[src/rtl/img2col_window_pu.sv]
// img2col processing unit: builds KxK windows from streamed column data,
// optionally preloaded with K-1 neighbour columns, and hands them to the MAC array.

module img2col_window_lane #(
    parameter int K    = 5,
    parameter int LANE = 0,
    parameter int IW   = 3
) (
    input  logic [IW-1:0] e,
    output logic          en,
    output logic [IW-1:0] row
);
    int sum;

    always_comb begin
        sum = int'(e) + LANE;
        en  = (sum < K);
        row = IW'(sum);
    end
endmodule

module img2col_window_pu #(
    parameter int DATA_W   = 16,
    parameter int K        = 5,
    parameter int WR_LANES = 2,
    parameter int STRIDE   = 1,
    parameter int CNT_W    = 8
) (
    input  logic                         clk,
    input  logic                         rst,
    input  logic                         start,
    input  logic [CNT_W-1:0]             row_len,
    input  logic                         nb_in_valid,
    input  logic [K*(K-1)*DATA_W-1:0]    nb_in,
    input  logic                         wr_valid,
    output logic                         wr_ready,
    input  logic [WR_LANES*DATA_W-1:0]   wr_data,
    output logic                         out_valid,
    input  logic                         out_ready,
    output logic [K*K*DATA_W-1:0]        out_win,
    output logic                         nb_out_valid,
    output logic [K*(K-1)*DATA_W-1:0]    nb_out,
    output logic                         busy,
    output logic                         done
);
    localparam int IW = (K > 1) ? $clog2(K) : 1;

    typedef enum logic [1:0] {IDLE, FILL, EMIT} state_t;
    state_t state, state_nxt;

    // window store indexed [col][row]; packing matches the out_win layout
    logic [K-1:0][K-1:0][DATA_W-1:0] win;
    logic [IW-1:0]                   col_ptr, e;
    logic [CNT_W-1:0]                win_cnt, len;
    logic [WR_LANES-1:0]             lane_en;
    logic [WR_LANES-1:0][IW-1:0]     lane_row;
    logic                            beat, hs, col_last, row_last;

    for (genvar l = 0; l < WR_LANES; l++) begin : g_lane
        img2col_window_lane #(.K(K), .LANE(l), .IW(IW)) u_lane (
            .e   (e),
            .en  (lane_en[l]),
            .row (lane_row[l])
        );
    end

    assign beat     = wr_valid && (state == FILL);
    assign hs       = out_ready && (state == EMIT);
    assign col_last = (int'(e) + WR_LANES) >= K;
    assign row_last = (win_cnt == len - CNT_W'(1));
    assign out_win  = win;

    always_ff @(posedge clk or posedge rst) begin
        if (rst) state <= IDLE;
        else     state <= state_nxt;
    end

    always_comb begin
        state_nxt = state;
        wr_ready  = 1'b0;
        out_valid = 1'b0;
        busy      = (state != IDLE);
        case (state)
            IDLE: if (start && row_len != '0) state_nxt = FILL;
            FILL: begin
                wr_ready = 1'b1;
                if (beat && col_last && col_ptr == IW'(K-1)) state_nxt = EMIT;
            end
            EMIT: begin
                out_valid = 1'b1;
                if (hs) state_nxt = row_last ? IDLE : FILL;
            end
            default: state_nxt = IDLE;
        endcase
    end

    always_ff @(posedge clk or posedge rst) begin
        if (rst) begin
            win          <= '0;
            col_ptr      <= '0;
            e            <= '0;
            win_cnt      <= '0;
            len          <= '0;
            nb_out       <= '0;
            nb_out_valid <= 1'b0;
            done         <= 1'b0;
        end else begin
            done         <= 1'b0;
            nb_out_valid <= 1'b0;
            case (state)
                IDLE: if (start) begin
                    if (row_len == '0) begin
                        done <= 1'b1;
                    end else begin
                        len     <= row_len;
                        win_cnt <= '0;
                        e       <= '0;
                        if (nb_in_valid) begin
                            win[K-2:0] <= nb_in;
                            col_ptr    <= IW'(K-1);
                        end else begin
                            col_ptr <= '0;
                        end
                    end
                end
                FILL: if (beat) begin
                    for (int l = 0; l < WR_LANES; l++)
                        if (lane_en[l]) win[col_ptr][lane_row[l]] <= wr_data[l*DATA_W +: DATA_W];
                    if (col_last) begin
                        e       <= '0;
                        col_ptr <= (col_ptr == IW'(K-1)) ? '0 : col_ptr + IW'(1);
                    end else begin
                        e <= e + IW'(WR_LANES);
                    end
                end
                EMIT: if (hs) begin
                    win_cnt <= win_cnt + CNT_W'(1);
                    if (win_cnt == '0) begin
                        nb_out       <= win[K-1:1];
                        nb_out_valid <= 1'b1;
                    end
                    if (row_last) begin
                        done    <= 1'b1;
                        win_cnt <= '0;
                    end else begin
                        // surviving columns slide left; the vacated tail is refilled
                        for (int c = 0; c < K - STRIDE; c++) win[c] <= win[c + STRIDE];
                        col_ptr <= IW'(K - STRIDE);
                    end
                end
                default: ;
            endcase
        end
    end
endmodule

[config.mk]
export PLATFORM = sky130hd
export DESIGN_NAME = img2col_window_pu
export DESIGN_NICKNAME = d
export VERILOG_FILES = /design/src/rtl/img2col_window_pu.sv
export SDC_FILE = /design/constraint.sdc
export NUM_CORES = 2
export LEC_CHECK = 0
export ABC_AREA = 1
export BUFFER_PORTS_ARGS = -buffer_cell sky130_fd_sc_hd__buf_2
export CAP_MARGIN = 20
export CORE_AREA = 10 10 417 419
export DETAILED_ROUTE_END_ITERATION = 8
export DIE_AREA = 0 0 427 429
export GPL_ROUTABILITY_DRIVEN = 0
export PLACE_DENSITY = 0.48
export SLEW_MARGIN = 20
export SYNTH_ARGS = -nofsm -noshare
export SYNTH_HDL_FRONTEND = slang
export SYNTH_SLANG_ARGS = --single-unit
[constraint.sdc]
create_clock -name clk -period 66 [get_ports clk]
set_input_delay 9.9 -clock clk [delete_from_list [all_inputs] [get_ports clk]]
set_output_delay 9.9 -clock clk [all_outputs]
set_load 0.01 [all_outputs]
==> flow_summary.json <==
{
  "status": "finished, final reports clean",
  "relSlewSlack_pct": 24.2,
  "cp_slowest_stage_delay_ns": 0.91,
  "synth_top_area_share_pct": 48.9,
  "reg2reg_slack_ns": 59.65,
  "clk_path_buf_depth": 3,
  "initial_core_util_pct": 23.0,
  "crit_chain": "buf_2, inv_1, nand3_1, nor2_1, nand2_1, nand3_1, nor2_4, buf_4, nand2_8, buf_4, buf_4, nand2_1, nand2_1",
  "async_reset_ff_share_pct": 100,
  "fin_ws_ns": 52.06,
  "arrival_ns": 14.58,
  "grt_start_max_net_pins": 186,
  "overflow": 0,
  "clkLatencyLatePin_ns": 0.74,
  "cts-root-buf": "clkbuf_16",
  "antenna_found_initial": 92,
  "synth-compound-area-share_pct": 19.6,
  "cp_num_buf_inv": 5,
  "cts_resized": 0,
  "core_mm2": 0.166,
  "row_count": 150,
  "dp_hpwl_um": 185000,
  "syn_area_per_cell_um2": 7.41,
  "cp-endpoint": "out_win[136]",
  "routedWlPerCell_um": 30.6,
  "top_usage_layer": "met2",
  "cts_sinks": 745,
  "power_density_mw_per_mm2": 62.6,
  "rr_endpoint": "out_win[136]",
  "cp_slowest_cell": "buf_4",
  "ios": 1091,
  "cp-startpoint": "row_len[6]",
  "endpoint_kind": "register",
  "drt-total-wl_um": 256000,
  "path_depth": 13,
  "fin_worst_hold_slack_ns": 0.471,
  "dieHeight_um": 429,
  "maxCapViolCount": 0,
  "dr.pass1.iters": 6,
  "synth-simple-area-share_pct": 23.8,
  "period_minus_slack_ns": 13.94,
  "grtUsageMet1_pct": 34.7,
  "areaGrowthSynthToFinish_pct": 27.7,
  "track_usage_pct": 26.5,
  "use_met3_pct": 6.80,
  "port_buffers": 1090,
  "synth_edf_count": 0,
  "dp_slack_ns": 51.52,
  "worstSetupPathType": "primary input to register",
  "post-route-drc-count": 0,
  "synth_nets": 5522,
  "synthAdderAreaFrac_pct": 0.558,
  "fin_crit_sh_pct": 21.1,
  "cts_max_level": 3,
  "grt_pass1_vias": 40123,
  "use_met2_pct": 38.9,
  "critPathLaunchType": "primary input",
  "layout-drive-gt1-share_pct": 22.0,
  "synthFlopType": "dfrtp_1",
  "cts_setup_buffers": 0,
  "synthesis.area_mm2": 0.0381,
  "dieWidth_um": 427,
  "rsz0062_at_grt": "false",
  "fmax_mhz": 71.7,
  "synthXorXnorAreaFrac_pct": 0.0919,
  "drv_slew": 0,
  "nets": 6392,
  "utilization_pct": 29.3,
  "drtIter0Drc": 5427,
  "cts_made_buffers": 97,
  "reg2reg_depth": 13,
  "hold_class": "register to register",
  "finalSetupTns_ns": 0,
  "synth_area_leaders": "dfrtp_1 (49%), nand2_1 (15%), a21oi_1 (12%), o21ai_0 (6.3%), nand3_1 (4.6%)",
  "cts_tree": "yes",
  "grt_pass1_wl_um": 345000,
  "synthMuxAreaShare_pct": 0,
  "yosys.area.top_type": "dfrtp_1",
  "hold_depth": 2,
  "worst_slew_pin_slew_ns": 1.14,
  "ys_seq_area_share_pct": 48.9,
  "critPathRequiredTime_ns": 66.64,
  "finalHoldViolCount": 0,
  "crit_family": "buffers and inverters",
  "rr_startpoint": "state[0]",
  "leakage_nw": 25.0,
  "synth_top_family_by_area": "simple AND/OR/NAND/NOR gates",
  "clk_pin_slew_worst_paths_ns": 0.06,
  "nFillCells": 18457,
  "ir_drop_mv": 0.0585,
  "die_area_mm2": 0.183,
  "fin_skew_ns": 0.0578,
  "synthCells": 5139,
  "viasPerCell": 5.17,
  "ys_ff_latch": 745,
  "dr_total_vias": 43120,
  "synth.most_common_cell": "nand2_1",
  "path_max_fanout": 107,
  "drtAntennaViolNets": 0,
  "yosys_warnings": 0,
  "cts_hold_buf": 0,
  "final-setup-viol-count": 0,
  "netlist_top_cells_count": "nand2_1 (1555), a21oi_1 (881), dfrtp_1 (745)",
  "synth_cell_types": 26
}
[metrics by stage]
stage	total power, mW	instance area [µm²]	instances
6_report	3.05	48700	8346
5_1_grt	3.23	48600	8328
4_1_cts	3.03	48500	8289
3_5_place_dp	2.47	45300	8114
3_3_place_gp	2.47	45300	8114
2_1_floorplan	1.71	38100	5139
[placed cells by master, fill, tap and decap left out, types with 4 or more instances in the layout]
cell type and n:
clkinv_2 15, clkbuf_8 16, clkinvlp_4 4, a21oi_1 881, inv_1 217, buf_2 1090, nor2_4 6, clkbuf_1 29
o21ai_0 480, nand4_1 8, bufinv_16 5, ha_1 14, nand3_1 348, nor2_1 356, clkbuf_16 97, nand2_1 1553
buf_4 75, diode_2 57, clkinv_1 14, dfrtp_1 745, nor3_1 4, nor2_2 5, o211ai_1 87
[per-layer routing]
layer	wire [µm]	vias to the layer above
met3	24100	516
li1	-	18727
met2	111000	2416
met4	16800	8
met5	68	-
met1	104000	21453
[worst reg2reg max path, cell delays in order, from the launching register on]
cell     delay, ns
dfrtp_1       0.44
inv_1         0.20
ha_4          0.75
buf_4         0.77
inv_1         0.20
or2_2         0.33
nand2_1       0.12
nor2_4        0.05
buf_4         0.34
nand2_8       0.90
buf_4         0.92
buf_4         0.91
nand2_1       0.23
nand2_1       0.10
[cell families (layout without fill, tap and decap cells)]
family,Yosys count,count (layout)
compound gates,1450,1450
fa+ha+maj,17,17
other cells,0,57
flops,745,745
simple gates,2288,2288
buf+inv,635,1581
xor+xnor,4,4
[registers in the layout (all words and copies together), names as in the netlist]
name          count
state             2
out_win         400
col_ptr           3
nb_out          320
e                 2
len               8
nb_out_valid      1
win_cnt           8
done              1
[worst min-delay path by stage]
stage / slack (ns) / start / to
2_1_floorplan: 0.47 / len[6] / len[6]
3_3_place_gp: 0.46 / nb_out[284] / nb_out[284]
3_5_place_dp: 0.46 / nb_out[167] / nb_out[167]
4_1_cts: 0.48 / nb_out[214] / nb_out[214]
5_1_grt: 0.49 / nb_out[205] / nb_out[205]
6_report: 0.47 / nb_out[228] / nb_out[228]
[area by class of cell]
cell class / instances / area [µm²] / share of cell area, %
Sequential cell: 745 / 18600 / 38.3
Inverter: 238 / 922 / 1.90
Antenna cell: 57 / 143 / 0.293
Clock buffer: 142 / 2760 / 5.67
Multi-Input combinational cell: 3759 / 16900 / 34.8
Tap cell: 2204 / 2760 / 5.67
Timing Repair Buffer: 1168 / 6080 / 12.5
Clock inverter: 33 / 432 / 0.887
[power by group]
part	leakage [nW]	total [mW]	internal [mW]	switching, mW
registers	9.56	0.931	0.656	0.275
logic	13.9	1.57	0.473	1.10
clock network	1.55	0.548	0.311	0.237
Note: power is estimated with default switching activity, not from simulation.
